<file path="config.mk">
export PLATFORM = sky130hd
export DESIGN_NAME = hazard_scoreboard_flat
export DESIGN_NICKNAME = d
export VERILOG_FILES = /design/src/rtl/hazard_scoreboard_pkg.sv /design/src/rtl/hazard_scoreboard_if.sv /design/src/rtl/hazard_scoreboard_sb_match.sv /design/src/rtl/hazard_scoreboard.sv /design/src/flat_wrapper.sv
export SDC_FILE = /design/constraint.sdc
export NUM_CORES = 1
export LEC_CHECK = 0
export CAP_MARGIN = 20
export CORE_MARGIN = 2
export CORE_UTILIZATION = 43
export CTS_BUF_LIST = sky130_fd_sc_hd__clkbuf_8
export CTS_CLUSTER_DIAMETER = 50
export DETAILED_ROUTE_END_ITERATION = 8
export PLACE_DENSITY = 0.71
export SLEW_MARGIN = 5
export SYNTH_ARGS = -nofsm -noshare
export SYNTH_HDL_FRONTEND = slang
export SYNTH_SLANG_ARGS = --single-unit
</file>
<file path="constraint.sdc">
create_clock -name clk -period 5.8 [get_ports clk]
set_clock_uncertainty 0.2 [all_clocks]
set_input_delay 1.45 -clock clk [delete_from_list [all_inputs] [get_ports clk]]
set_output_delay 1.45 -clock clk [all_outputs]
set_load 0.01 [all_outputs]
</file>
<file path="src/rtl/hazard_scoreboard_pkg.sv">
// -----------------------------------------------------------------------------
// hazard_scoreboard_pkg
//   Shared definitions for the 5-stage MIPS hazard unit:
//   - Tnew encodings (result available N cycles after entering E)
//   - Tuse encodings (operand needed N cycles after D)
//   - Default MDU latencies
//   - Counter-width helper used to size the MDU busy counter
// -----------------------------------------------------------------------------
package hazard_scoreboard_pkg;

  // Tnew on entry to E: 0 = PC+8 style (ready now), 1 = ALU result, 2 = load data
  typedef enum logic [1:0] {
    TNEW_PC8 = 2'd0,
    TNEW_CAL = 2'd1,
    TNEW_DM  = 2'd2
  } tnew_e;

  // Tuse: stage in which the operand is consumed, counted from D
  typedef enum logic [1:0] {
    TUSE_D = 2'd0,
    TUSE_E = 2'd1,
    TUSE_M = 2'd2
  } tuse_e;

  localparam int MUL_LAT_DEF = 5;
  localparam int DIV_LAT_DEF = 10;

  // Bits needed to hold values 0..max_val (at least one bit)
  function automatic int cnt_width(input int max_val);
    if (max_val < 1) begin
      return 1;
    end else begin
      return $clog2(max_val + 1);
    end
  endfunction

endpackage

</file>
<file path="src/rtl/hazard_scoreboard_if.sv">
// -----------------------------------------------------------------------------
// hazard_scoreboard_if
//   D-stage request bundle into the hazard unit and its decisions back.
//   master : the pipeline decode stage (drives d_*, receives stall/forwarding)
//   slave  : the hazard unit
//   Signals: d_valid, d_a1/d_a2 (rs/rt), d_use_rs/rt, d_tuse_rs/rt, d_a3, d_tnew,
//            d_md_start, d_md_div, d_md_use -> stall, fwd_rs_sel/rdy,
//            fwd_rt_sel/rdy, mdu_busy
// -----------------------------------------------------------------------------
interface hazard_scoreboard_if #(
  parameter int TNEW_W = 2,
  parameter int SEL_W  = 2
);
  logic              d_valid;
  logic [4:0]        d_a1;
  logic [4:0]        d_a2;
  logic              d_use_rs;
  logic              d_use_rt;
  logic [TNEW_W-1:0] d_tuse_rs;
  logic [TNEW_W-1:0] d_tuse_rt;
  logic [4:0]        d_a3;
  logic [TNEW_W-1:0] d_tnew;
  logic              d_md_start;
  logic              d_md_div;
  logic              d_md_use;
  logic              stall;
  logic [SEL_W-1:0]  fwd_rs_sel;
  logic              fwd_rs_rdy;
  logic [SEL_W-1:0]  fwd_rt_sel;
  logic              fwd_rt_rdy;
  logic              mdu_busy;

  modport master (
    output d_valid, d_a1, d_a2, d_use_rs, d_use_rt, d_tuse_rs, d_tuse_rt,
           d_a3, d_tnew, d_md_start, d_md_div, d_md_use,
    input  stall, fwd_rs_sel, fwd_rs_rdy, fwd_rt_sel, fwd_rt_rdy, mdu_busy
  );

  modport slave (
    input  d_valid, d_a1, d_a2, d_use_rs, d_use_rt, d_tuse_rs, d_tuse_rt,
           d_a3, d_tnew, d_md_start, d_md_div, d_md_use,
    output stall, fwd_rs_sel, fwd_rs_rdy, fwd_rt_sel, fwd_rt_rdy, mdu_busy
  );
endinterface

</file>
<file path="src/rtl/hazard_scoreboard_sb_match.sv">
// -----------------------------------------------------------------------------
// sb_match
//   Priority match of one D-stage source operand against the in-flight
//   producer entries. Entry index 0 is the E stage; the youngest (lowest
//   index) matching producer shadows older ones.
//   Ports: use_op/addr/tuse (operand), ent_a3/ent_tnew (scoreboard),
//          sel (1-based stage, 0 = register file), rdy, stall_op
// -----------------------------------------------------------------------------
module sb_match #(
  parameter int NSTAGE = 3,
  parameter int TNEW_W = 2,
  parameter int SEL_W  = 2
) (
  input  logic                         use_op,
  input  logic [4:0]                   addr,
  input  logic [TNEW_W-1:0]            tuse,
  input  logic [NSTAGE-1:0][4:0]       ent_a3,
  input  logic [NSTAGE-1:0][TNEW_W-1:0] ent_tnew,
  output logic [SEL_W-1:0]             sel,
  output logic                         rdy,
  output logic                         stall_op
);

  logic [NSTAGE-1:0] hit_s;
  logic [SEL_W-1:0]  sel_s;
  logic [TNEW_W-1:0] win_tnew_s;
  logic              found_s;

  // Scan oldest to youngest so the youngest hit is the last one written
  always_comb begin
    hit_s      = {NSTAGE{1'b0}};
    sel_s      = {SEL_W{1'b0}};
    win_tnew_s = {TNEW_W{1'b0}};
    for (int k = NSTAGE - 1; k >= 0; k--) begin
      // $0 is hard-wired, so it never names a real producer
      hit_s[k]   = use_op & (addr != 5'd0) & (ent_a3[k] == addr);
      sel_s      = hit_s[k] ? SEL_W'(k + 1) : sel_s;
      win_tnew_s = hit_s[k] ? ent_tnew[k] : win_tnew_s;
    end
  end

  assign found_s  = (sel_s != {SEL_W{1'b0}});
  assign sel      = sel_s;
  assign rdy      = found_s & (win_tnew_s == {TNEW_W{1'b0}});
  assign stall_op = found_s & (win_tnew_s > tuse);

endmodule

</file>
<file path="src/rtl/hazard_scoreboard.sv">
// -----------------------------------------------------------------------------
// hazard_scoreboard
//   Hazard unit for the 5-stage MIPS pipeline. Tracks {a3, tnew} of the
//   instructions in the NSTAGE stages after D, decides the D-stage stall,
//   forwarding select/ready per operand, and keeps an MDU busy counter.
//   Ports: clk, rst_n (async active-low), hz (hazard_scoreboard_if.slave)
//   Optional: HAZARD_PERF_EN adds perf_stall_cnt / perf_md_stall_cnt (32-bit,
//   wrapping) counting stall cycles and MDU stall cycles.
// -----------------------------------------------------------------------------
module hazard_scoreboard
  import hazard_scoreboard_pkg::*;
#(
  parameter int  NSTAGE  = 3,
  parameter int  TNEW_W  = 2,
  parameter int  MUL_LAT = MUL_LAT_DEF,
  parameter int  DIV_LAT = DIV_LAT_DEF,
  localparam int SEL_W   = $clog2(NSTAGE + 1)
) (
  input  logic                  clk,
  input  logic                  rst_n,
  hazard_scoreboard_if.slave    hz
`ifdef HAZARD_PERF_EN
  ,
  output logic [31:0]           perf_stall_cnt,
  output logic [31:0]           perf_md_stall_cnt
`endif
);

  localparam int CNT_W = cnt_width((DIV_LAT > MUL_LAT) ? DIV_LAT : MUL_LAT);
  localparam logic [CNT_W-1:0] MUL_CNT = CNT_W'(MUL_LAT);
  localparam logic [CNT_W-1:0] DIV_CNT = CNT_W'(DIV_LAT);

  // Entry index 0 = E stage, NSTAGE-1 = last stage before RF write
  logic [NSTAGE-1:0][4:0]        a3_q, a3_d;
  logic [NSTAGE-1:0][TNEW_W-1:0] tnew_q, tnew_d;
  logic [CNT_W-1:0]              mdu_cnt_q, mdu_cnt_d;

  logic             stall_rs_s, stall_rt_s, stall_md_s, stall_s;
  logic             issue_s, mdu_busy_s;
  logic [SEL_W-1:0] rs_sel_s, rt_sel_s;
  logic             rs_rdy_s, rt_rdy_s;

  sb_match #(.NSTAGE(NSTAGE), .TNEW_W(TNEW_W), .SEL_W(SEL_W)) u_match_rs (
    .use_op   (hz.d_use_rs),
    .addr     (hz.d_a1),
    .tuse     (hz.d_tuse_rs),
    .ent_a3   (a3_q),
    .ent_tnew (tnew_q),
    .sel      (rs_sel_s),
    .rdy      (rs_rdy_s),
    .stall_op (stall_rs_s)
  );

  sb_match #(.NSTAGE(NSTAGE), .TNEW_W(TNEW_W), .SEL_W(SEL_W)) u_match_rt (
    .use_op   (hz.d_use_rt),
    .addr     (hz.d_a2),
    .tuse     (hz.d_tuse_rt),
    .ent_a3   (a3_q),
    .ent_tnew (tnew_q),
    .sel      (rt_sel_s),
    .rdy      (rt_rdy_s),
    .stall_op (stall_rt_s)
  );

  // A start issued this cycle only becomes visible through mdu_cnt_q next cycle
  assign mdu_busy_s = (mdu_cnt_q != {CNT_W{1'b0}});
  assign stall_md_s = hz.d_md_use & mdu_busy_s;
  assign stall_s    = hz.d_valid & (stall_rs_s | stall_rt_s | stall_md_s);
  assign issue_s    = hz.d_valid & ~stall_s;

  // Next scoreboard state: a stalled or empty D injects a bubble into E
  always_comb begin
    a3_d      = a3_q;
    tnew_d    = tnew_q;
    a3_d[0]   = issue_s ? hz.d_a3 : 5'd0;
    tnew_d[0] = issue_s ? hz.d_tnew : {TNEW_W{1'b0}};
    for (int k = 1; k < NSTAGE; k++) begin
      a3_d[k]   = a3_q[k-1];
      // Tnew counts down to zero and sticks there
      tnew_d[k] = (tnew_q[k-1] == {TNEW_W{1'b0}}) ? {TNEW_W{1'b0}}
                                                  : (tnew_q[k-1] - TNEW_W'(1));
    end
  end

  // Next MDU counter: a new start reloads even while still counting down
  always_comb begin
    mdu_cnt_d = mdu_cnt_q;
    if (issue_s & hz.d_md_start) begin
      mdu_cnt_d = hz.d_md_div ? DIV_CNT : MUL_CNT;
    end else if (mdu_busy_s) begin
      mdu_cnt_d = mdu_cnt_q - CNT_W'(1);
    end else begin
      mdu_cnt_d = {CNT_W{1'b0}};
    end
  end

  // Scoreboard and MDU counter state
  always_ff @(posedge clk or negedge rst_n) begin
    if (!rst_n) begin
      a3_q      <= '{default: 5'd0};
      tnew_q    <= '{default: {TNEW_W{1'b0}}};
      mdu_cnt_q <= {CNT_W{1'b0}};
    end else begin
      a3_q      <= a3_d;
      tnew_q    <= tnew_d;
      mdu_cnt_q <= mdu_cnt_d;
    end
  end

  assign hz.stall      = stall_s;
  assign hz.fwd_rs_sel = rs_sel_s;
  assign hz.fwd_rs_rdy = rs_rdy_s;
  assign hz.fwd_rt_sel = rt_sel_s;
  assign hz.fwd_rt_rdy = rt_rdy_s;
  assign hz.mdu_busy   = mdu_busy_s;

`ifdef HAZARD_PERF_EN
  logic [31:0] perf_stall_cnt_q, perf_stall_cnt_d;
  logic [31:0] perf_md_stall_cnt_q, perf_md_stall_cnt_d;

  // Free-running event counters, wrapping at 2^32
  always_comb begin
    perf_stall_cnt_d    = perf_stall_cnt_q + (stall_s ? 32'd1 : 32'd0);
    perf_md_stall_cnt_d = perf_md_stall_cnt_q + (stall_md_s ? 32'd1 : 32'd0);
  end

  // Performance counter state
  always_ff @(posedge clk or negedge rst_n) begin
    if (!rst_n) begin
      perf_stall_cnt_q    <= 32'd0;
      perf_md_stall_cnt_q <= 32'd0;
    end else begin
      perf_stall_cnt_q    <= perf_stall_cnt_d;
      perf_md_stall_cnt_q <= perf_md_stall_cnt_d;
    end
  end

  assign perf_stall_cnt    = perf_stall_cnt_q;
  assign perf_md_stall_cnt = perf_md_stall_cnt_q;
`endif

endmodule
</file>
<file path="src/flat_wrapper.sv">
// flat-port wrapper written by rule: the top's interface ports become plain ports
module hazard_scoreboard_flat import hazard_scoreboard_pkg::*;
#(
  parameter int  NSTAGE  = 3,
  parameter int  TNEW_W  = 2,
  parameter int  MUL_LAT = MUL_LAT_DEF,
  parameter int  DIV_LAT = DIV_LAT_DEF,
  localparam int SEL_W   = $clog2(NSTAGE + 1)
)
  (clk, rst_n, hz_d_valid, hz_d_a1, hz_d_a2, hz_d_use_rs, hz_d_use_rt, hz_d_tuse_rs, hz_d_tuse_rt, hz_d_a3, hz_d_tnew, hz_d_md_start, hz_d_md_div, hz_d_md_use, hz_stall, hz_fwd_rs_sel, hz_fwd_rs_rdy, hz_fwd_rt_sel, hz_fwd_rt_rdy, hz_mdu_busy);
  hazard_scoreboard_if #(.TNEW_W(TNEW_W)) hz_i ();
  input  logic clk;
  input  logic rst_n;
  input wire logic [$bits(hz_i.d_valid)-1:0] hz_d_valid;
  input wire logic [$bits(hz_i.d_a1)-1:0] hz_d_a1;
  input wire logic [$bits(hz_i.d_a2)-1:0] hz_d_a2;
  input wire logic [$bits(hz_i.d_use_rs)-1:0] hz_d_use_rs;
  input wire logic [$bits(hz_i.d_use_rt)-1:0] hz_d_use_rt;
  input wire logic [$bits(hz_i.d_tuse_rs)-1:0] hz_d_tuse_rs;
  input wire logic [$bits(hz_i.d_tuse_rt)-1:0] hz_d_tuse_rt;
  input wire logic [$bits(hz_i.d_a3)-1:0] hz_d_a3;
  input wire logic [$bits(hz_i.d_tnew)-1:0] hz_d_tnew;
  input wire logic [$bits(hz_i.d_md_start)-1:0] hz_d_md_start;
  input wire logic [$bits(hz_i.d_md_div)-1:0] hz_d_md_div;
  input wire logic [$bits(hz_i.d_md_use)-1:0] hz_d_md_use;
  output wire logic [$bits(hz_i.stall)-1:0] hz_stall;
  output wire logic [$bits(hz_i.fwd_rs_sel)-1:0] hz_fwd_rs_sel;
  output wire logic [$bits(hz_i.fwd_rs_rdy)-1:0] hz_fwd_rs_rdy;
  output wire logic [$bits(hz_i.fwd_rt_sel)-1:0] hz_fwd_rt_sel;
  output wire logic [$bits(hz_i.fwd_rt_rdy)-1:0] hz_fwd_rt_rdy;
  output wire logic [$bits(hz_i.mdu_busy)-1:0] hz_mdu_busy;
  assign hz_i.d_valid = hz_d_valid;
  assign hz_i.d_a1 = hz_d_a1;
  assign hz_i.d_a2 = hz_d_a2;
  assign hz_i.d_use_rs = hz_d_use_rs;
  assign hz_i.d_use_rt = hz_d_use_rt;
  assign hz_i.d_tuse_rs = hz_d_tuse_rs;
  assign hz_i.d_tuse_rt = hz_d_tuse_rt;
  assign hz_i.d_a3 = hz_d_a3;
  assign hz_i.d_tnew = hz_d_tnew;
  assign hz_i.d_md_start = hz_d_md_start;
  assign hz_i.d_md_div = hz_d_md_div;
  assign hz_i.d_md_use = hz_d_md_use;
  assign hz_stall = hz_i.stall;
  assign hz_fwd_rs_sel = hz_i.fwd_rs_sel;
  assign hz_fwd_rs_rdy = hz_i.fwd_rs_rdy;
  assign hz_fwd_rt_sel = hz_i.fwd_rt_sel;
  assign hz_fwd_rt_rdy = hz_i.fwd_rt_rdy;
  assign hz_mdu_busy = hz_i.mdu_busy;
  hazard_scoreboard #(.NSTAGE(NSTAGE), .TNEW_W(TNEW_W), .MUL_LAT(MUL_LAT), .DIV_LAT(DIV_LAT)) u_core (.clk(clk), .rst_n(rst_n), .hz(hz_i));
endmodule
</file>
==> Word level (Yosys, flattened, before mapping) <==
Index checks and enable logic that the tools add are counted.
{ "classes": {"addsub": 3, "multipliers": 0, "div_mod_pow": 0, "n_lt_le_gt_ge": 2, "eq_ne": 6, "n_shift": 0, "muxes": 19, "n_bitwise": 19, "n_reduce_logical": 9} }
{ "op_table": {"columns": ["cell", "count"], "rows": [
  ["5-bit == test", 6],
  ["2-bit two-way mux", 15],
  ["1-bit AND", 16],
  ["4-bit two-way mux", 3],
  ["5-bit nonzero test", 2],
  ["2-bit zero test", 4],
  ["5-bit two-way mux", 1],
  ["2-bit greater-than comparator", 2],
  ["2-bit nonzero test", 2],
  ["4-bit nonzero test", 1],
  ["2-bit by 1-bit subtractor with 2-bit output, second input constant", 2],
  ["4-bit by 1-bit subtractor with 4-bit output, second input constant", 1],
  ["1-bit OR", 2],
  ["1-bit NOT", 1]
]} }
{ "word_totals": {"regBits": 25, "latchBits": 0, "ram_bits": 0, "romBits": 0, "in_bits": 29, "elab_cells": 65, "n_memories": 0} }

==> Logic depth before layout (Yosys ltp) <==
{ "depth": {"word_depth": 15, "depth_mapped": 12} }

==> By module <==
Synthesis repeated with hierarchy kept, for this count alone.
{ "unflattened": {"cells_unflattened": 156, "area_unflattened_um2": 1620.3} }
{ "by_module_without_submodules": {"columns": ["module", "instances", "cells_each", "area_per_inst_um2", "seq_area_each_um2"], "rows": [
  ["hazard_scoreboard", 1, 56, 854.6, 625.6],
  ["sb_match", 2, 50, 382.9, 0.0]
]} }

==> Worst setup path before layout <==
OpenSTA, ideal clock, no wires.
{ "synth_timing": {"path_type": "input to output", "startpoint": "input hz_d_a1[0]", "endpoint": "output hz_stall", "t_arrival_ns": 3.928, "t_required_ns": 4.150, "slack_ns": 0.222, "path_stages": 11, "path_buffers": 0, "path_cell_list": "or4_4 > o21a_4 > nand4_4 > o21ai_0 > o22a_2 > ha_1 > nor2b_1 > o21ai_0 > a211oi_2 > nor3_2 > nor2b_1"} }
{ "synth_between": {"elab_chain_len": 11, "elab_cells_between_ends": 20, "cone_classes": "1 x order compare; 3 x eq/ne; 6 x mux; 8 x bitwise; 2 x reduce/logical"} }
{ "synth_lines": {"columns": ["element", "line", "source"], "rows": [
  ["start: declaration", "flat_wrapper.sv:15", "input wire logic [$bits(hz_i.d_a1)-1:0] hz_d_a1;"],
  ["5-bit nonzero test", "hazard_scoreboard_sb_match.sv:36", "hit_s[k] = use_op & (addr != 5'd0) & (ent_a3[k] == addr);"],
  ["1-bit AND (2 in series)", "hazard_scoreboard_sb_match.sv:36", null],
  ["2-bit two-way mux, on equally long branches (3 in series)", "hazard_scoreboard_sb_match.sv:38, hazard_scoreboard_sb_match.sv:37", null],
  ["2-bit greater-than comparator / 2-bit nonzero test (equally long branches)", "hazard_scoreboard_sb_match.sv:45, hazard_scoreboard_sb_match.sv:42", null],
  ["1-bit AND *", "hazard_scoreboard_sb_match.sv:45", "assign stall_op = found_s & (win_tnew_s > tuse);"],
  ["1-bit OR * (2 in series)", "hazard_scoreboard.sv:68", "assign stall_s = hz.d_valid & (stall_rs_s | stall_rt_s | stall_md_s);"],
  ["1-bit AND *", "hazard_scoreboard.sv:68", null],
  ["end: declaration", "flat_wrapper.sv:26", "output wire logic [$bits(hz_i.stall)-1:0] hz_stall;"]
]} }
Every way passes the cells marked *; elsewhere a longest branch is shown, timed or not.

==> Worst setup path after layout <==
{ "layout_timing": {"startpoint": "input hz_d_a1[3]", "endpoint": "output hz_stall"} }
Same word-level chain as after synthesis.

==> results.py <==
metrics = {
    "timing": {
        "setup_tns_ns": 0,
        "relSlewSlack_pct": 64.8,
        "timing.final.max_slew_violations": 0,
        "fin_crit_ns": 5.71,
        "max_freq_ghz": 0.175,
        "worst_pin_slew_ns": 0.522,
        "setup_viol": 0,
        "period_share_pct": 98.5,
        "hold_violations": 0,
    },
    "global_route": {
        "first_global_vias": 1489,
        "grt_usage_pct": 20.7,
        "antenna_found_initial": 0,
        "grt_pass1_wl_mm": 6.51,
        "grt_overflow_total": 0,
        "grt_max_degree": 26,
    },
    "cells_and_area": {
        "layout-drive-gt1-share_pct": 30.3,
        "area_delta_synth_final_pct": 53.0,
        "nets": 262,
        "antenna_cells": 0,
    },
    "die": {
        "die_w_um": 64.0,
        "core_area_um2": 3390,
        "initial_core_util_pct": 45.7,
        "core.rowCount": 21,
        "fp.dieH_um": 64.0,
        "die_area_um2": 4100,
        "ioPinCount": 37,
    },
    "critical_path": {
        "r2r_cells": 16,
        "cp-start-kind": "input port",
        "endpoint_kind": "primary output",
        "reg2reg_slack_ns": 2.48,
        "crit_type": "input port to primary output",
        "r2r_end": "u_core.mdu_cnt_q[3]$_DFF_PN0_",
        "worstPathMaxFanout": 3,
        "r2r_start": "u_core.a3_d[13]$_DFF_PN0_",
        "required_ns": 4.15,
        "arrival_ns": 4.06,
    },
    "logic_synthesis": {
        "yosys-top-cells-count": "dfrtp_1, xnor2_1, nand2_1, xor2_1, nor2_1",
        "synthMostInstantiatedCell": "dfrtp_1",
        "ys_seq_area_share_pct": 40.4,
        "synth_seq_cells": 25,
        "syn_area_per_cell_um2": 10.3,
        "ys_async_sr_fraction_pct": 100,
        "synth_area_leaders": "dfrtp_1, xnor2_1, xor2_1",
        "synth_top_area_share_pct": 40.4,
        "yosysWarnings": 0,
        "postSynthNetCount": 184,
        "synthFlopType": "dfrtp_1",
        "synth.cell_area_um2": 1550,
        "synth_top_area_cell": "dfrtp_1",
        "synthCells": 151,
        "synth_enable_flop_cells": 0,
        "ys_types": 40,
    },
    "place": {
        "dp_hpwl_mm": 3.03,
        "portBuffers": 36,
        "place.gp.congestion": 0.852,
    },
    "hold_path": {
        "holdCritPathClass": "flip-flop to flip-flop",
        "hp-start": "u_core.a3_d[11]$_DFF_PN0_",
        "hold_depth": 0,
        "min_to": "u_core.a3_q[11]$_DFF_PN0_",
    },
    "power_and_ir_drop": {
        "powerDensity_nw_per_um2": 223,
        "p_leak_uw": 0.00110,
        "finalPower_uw": 529,
        "vdd_ir_drop_max_uv": 152,
    },
    "cts": {
        "h-tree-depth": 1,
        "path_clk_slew_ns": 0.08,
        "clock_path_buffers": 2,
        "cts_root_buffer": "clkbuf_8",
        "cts.sinks": 25,
        "cts_tree": "done",
        "cts-buffers-inserted": 3,
        "clock_latency_ns": 0.28,
    },
    "routing": {
        "vias": 1434,
        "drc": 0,
        "ant_nets": 0,
        "drt_iter0_markers": 54,
        "wire_per_inst_um": 15.4,
        "first_pass_iters": 6,
        "vias_per_cell": 5.23,
        "route.final.wire_length_mm": 4.21,
    },
    "flow_run": {
        "max-cap-violations": 0,
    },
    "run_status": {
        "status": "completed",
    },
}
-- placed cells by master (no fill, tap or decap), types with 2 or more instances in the layout --
master / Yosys / final
mux2i_1: 2 / 2
clkbuf_2: 0 / 2
dfrtp_1: 25 / 25
and2_1: 2 / 2
a21oi_1: 3 / 2
nor3_2: 1 / 2
dlygate4sd2_1: 0 / 5
and3_1: 7 / 7
o21ai_0: 7 / 4
xnor2_1: 19 / 18
inv_1: 3 / 3
mux2_1: 2 / 2
ha_1: 4 / 3
a31o_2: 2 / 2
nand4_1: 2 / 2
nand2_1: 13 / 13
clkdlybuf4s50_1: 0 / 25
nand2b_1: 3 / 2
nand3_1: 4 / 4
nor3_1: 5 / 4
nor2_1: 8 / 7
buf_4: 0 / 35
o21ai_1: 0 / 3
clkbuf_8: 0 / 3
or2_2: 3 / 2
xor2_1: 11 / 11
dlymetal6s2s_1: 0 / 2
nor2b_1: 4 / 3
o21a_1: 2 / 2
-- layer usage --
metal	wire, um	share of wire, %	track usage [%]
met5	0	0	0
met4	141	3.3	13.3
met3	168	4.0	2.11
met2	2160	51	36.6
met1	1740	41	23.5
-- worst max path at each step --
stage,endpoint,start
after floorplan,hz_stall,hz_d_a1[0]
after global placement,hz_stall,hz_d_a2[0]
after detailed placement,hz_stall,hz_d_a2[3]
after CTS,hz_stall,hz_d_a1[0]
after global routing,hz_stall,hz_d_a1[1]
final,hz_stall,hz_d_a1[3]
-- layout make-up --
class	instances	area (um^2)
clock buffers	3	41.3
clock inverters	1	5.00
fillers	248	1020
inverters	3	11.3
multi-input cells	123	996
flip-flops and latches	25	626
well taps	46	57.6
repair buffers	73	633
-- logic make-up (layout without fill, tap and decap cells) --
| kind of cell | count (synthesis) | in the layout | synth area share, % |
|---|---|---|---|
| AO/OA/AOI/OAI | 25 | 25 | 13.2 |
| XOR/XNOR | 30 | 30 | 17.0 |
| adder cells (fa/ha/maj) | 4 | 4 | 3.23 |
| buffers and inverters | 3 | 80 | 0.727 |
| flip-flops | 25 | 25 | 40.4 |
| multiplexers | 4 | 4 | 2.75 |
| AND/OR/NAND/NOR | 60 | 60 | 22.8 |
-- report_power, final --
group | switching, uW | internal [uW]
Sequential | 27.8 | 202
Combinational | 88.6 | 105
Clock | 57.5 | 48.2
Total | 174 | 355
-- registers in the layout (all words and copies together), names as in the netlist --
signal	flops
u_core.a3_d	10
u_core.tnew_q	6
u_core.a3_q	5
u_core.mdu_cnt_q	4
-- worst max-delay path: stages --
cell	delay (ns)
dlygate4sd2_1	0.27
buf_4	0.15
xor2_1	0.16
nor3_2	0.18
nand3_1	0.16
buf_4	0.19
nor3_1	0.20
o22a_2	0.22
ha_4	0.20
nor2b_2	0.14
o21ai_1	0.12
buf_4	0.15
a211oi_4	0.05
nor3_2	0.23
nor2b_1	0.07
buf_2	0.14
-- repair_timing --
action,4_1_cts,5_1_grt
gates cloned,0,0
endpoints found under the hold margin,0,0
endpoints found under the setup margin,1,2
resized for setup,16,21
hold buffers,0,0
pin swaps,11,12
buffers inserted,6,5
-- stage by stage --
step           instances  worst slack, ns  instance area [um^2]  utilization (%)  hold slack (ns)
6_report             274           0.0868                  2370             69.9            0.260
5_1_grt              274         -0.00382                  2370             69.9            0.281
4_1_cts              268           0.0190                  2240             66.1            0.262
3_5_place_dp         258           -0.530                  2150             63.6            0.241
3_3_place_gp         258           -0.480                  2150             63.6            0.234
2_1_floorplan        151            0.222                  1550                -            0.209
Power figures use the tool's default switching activity.
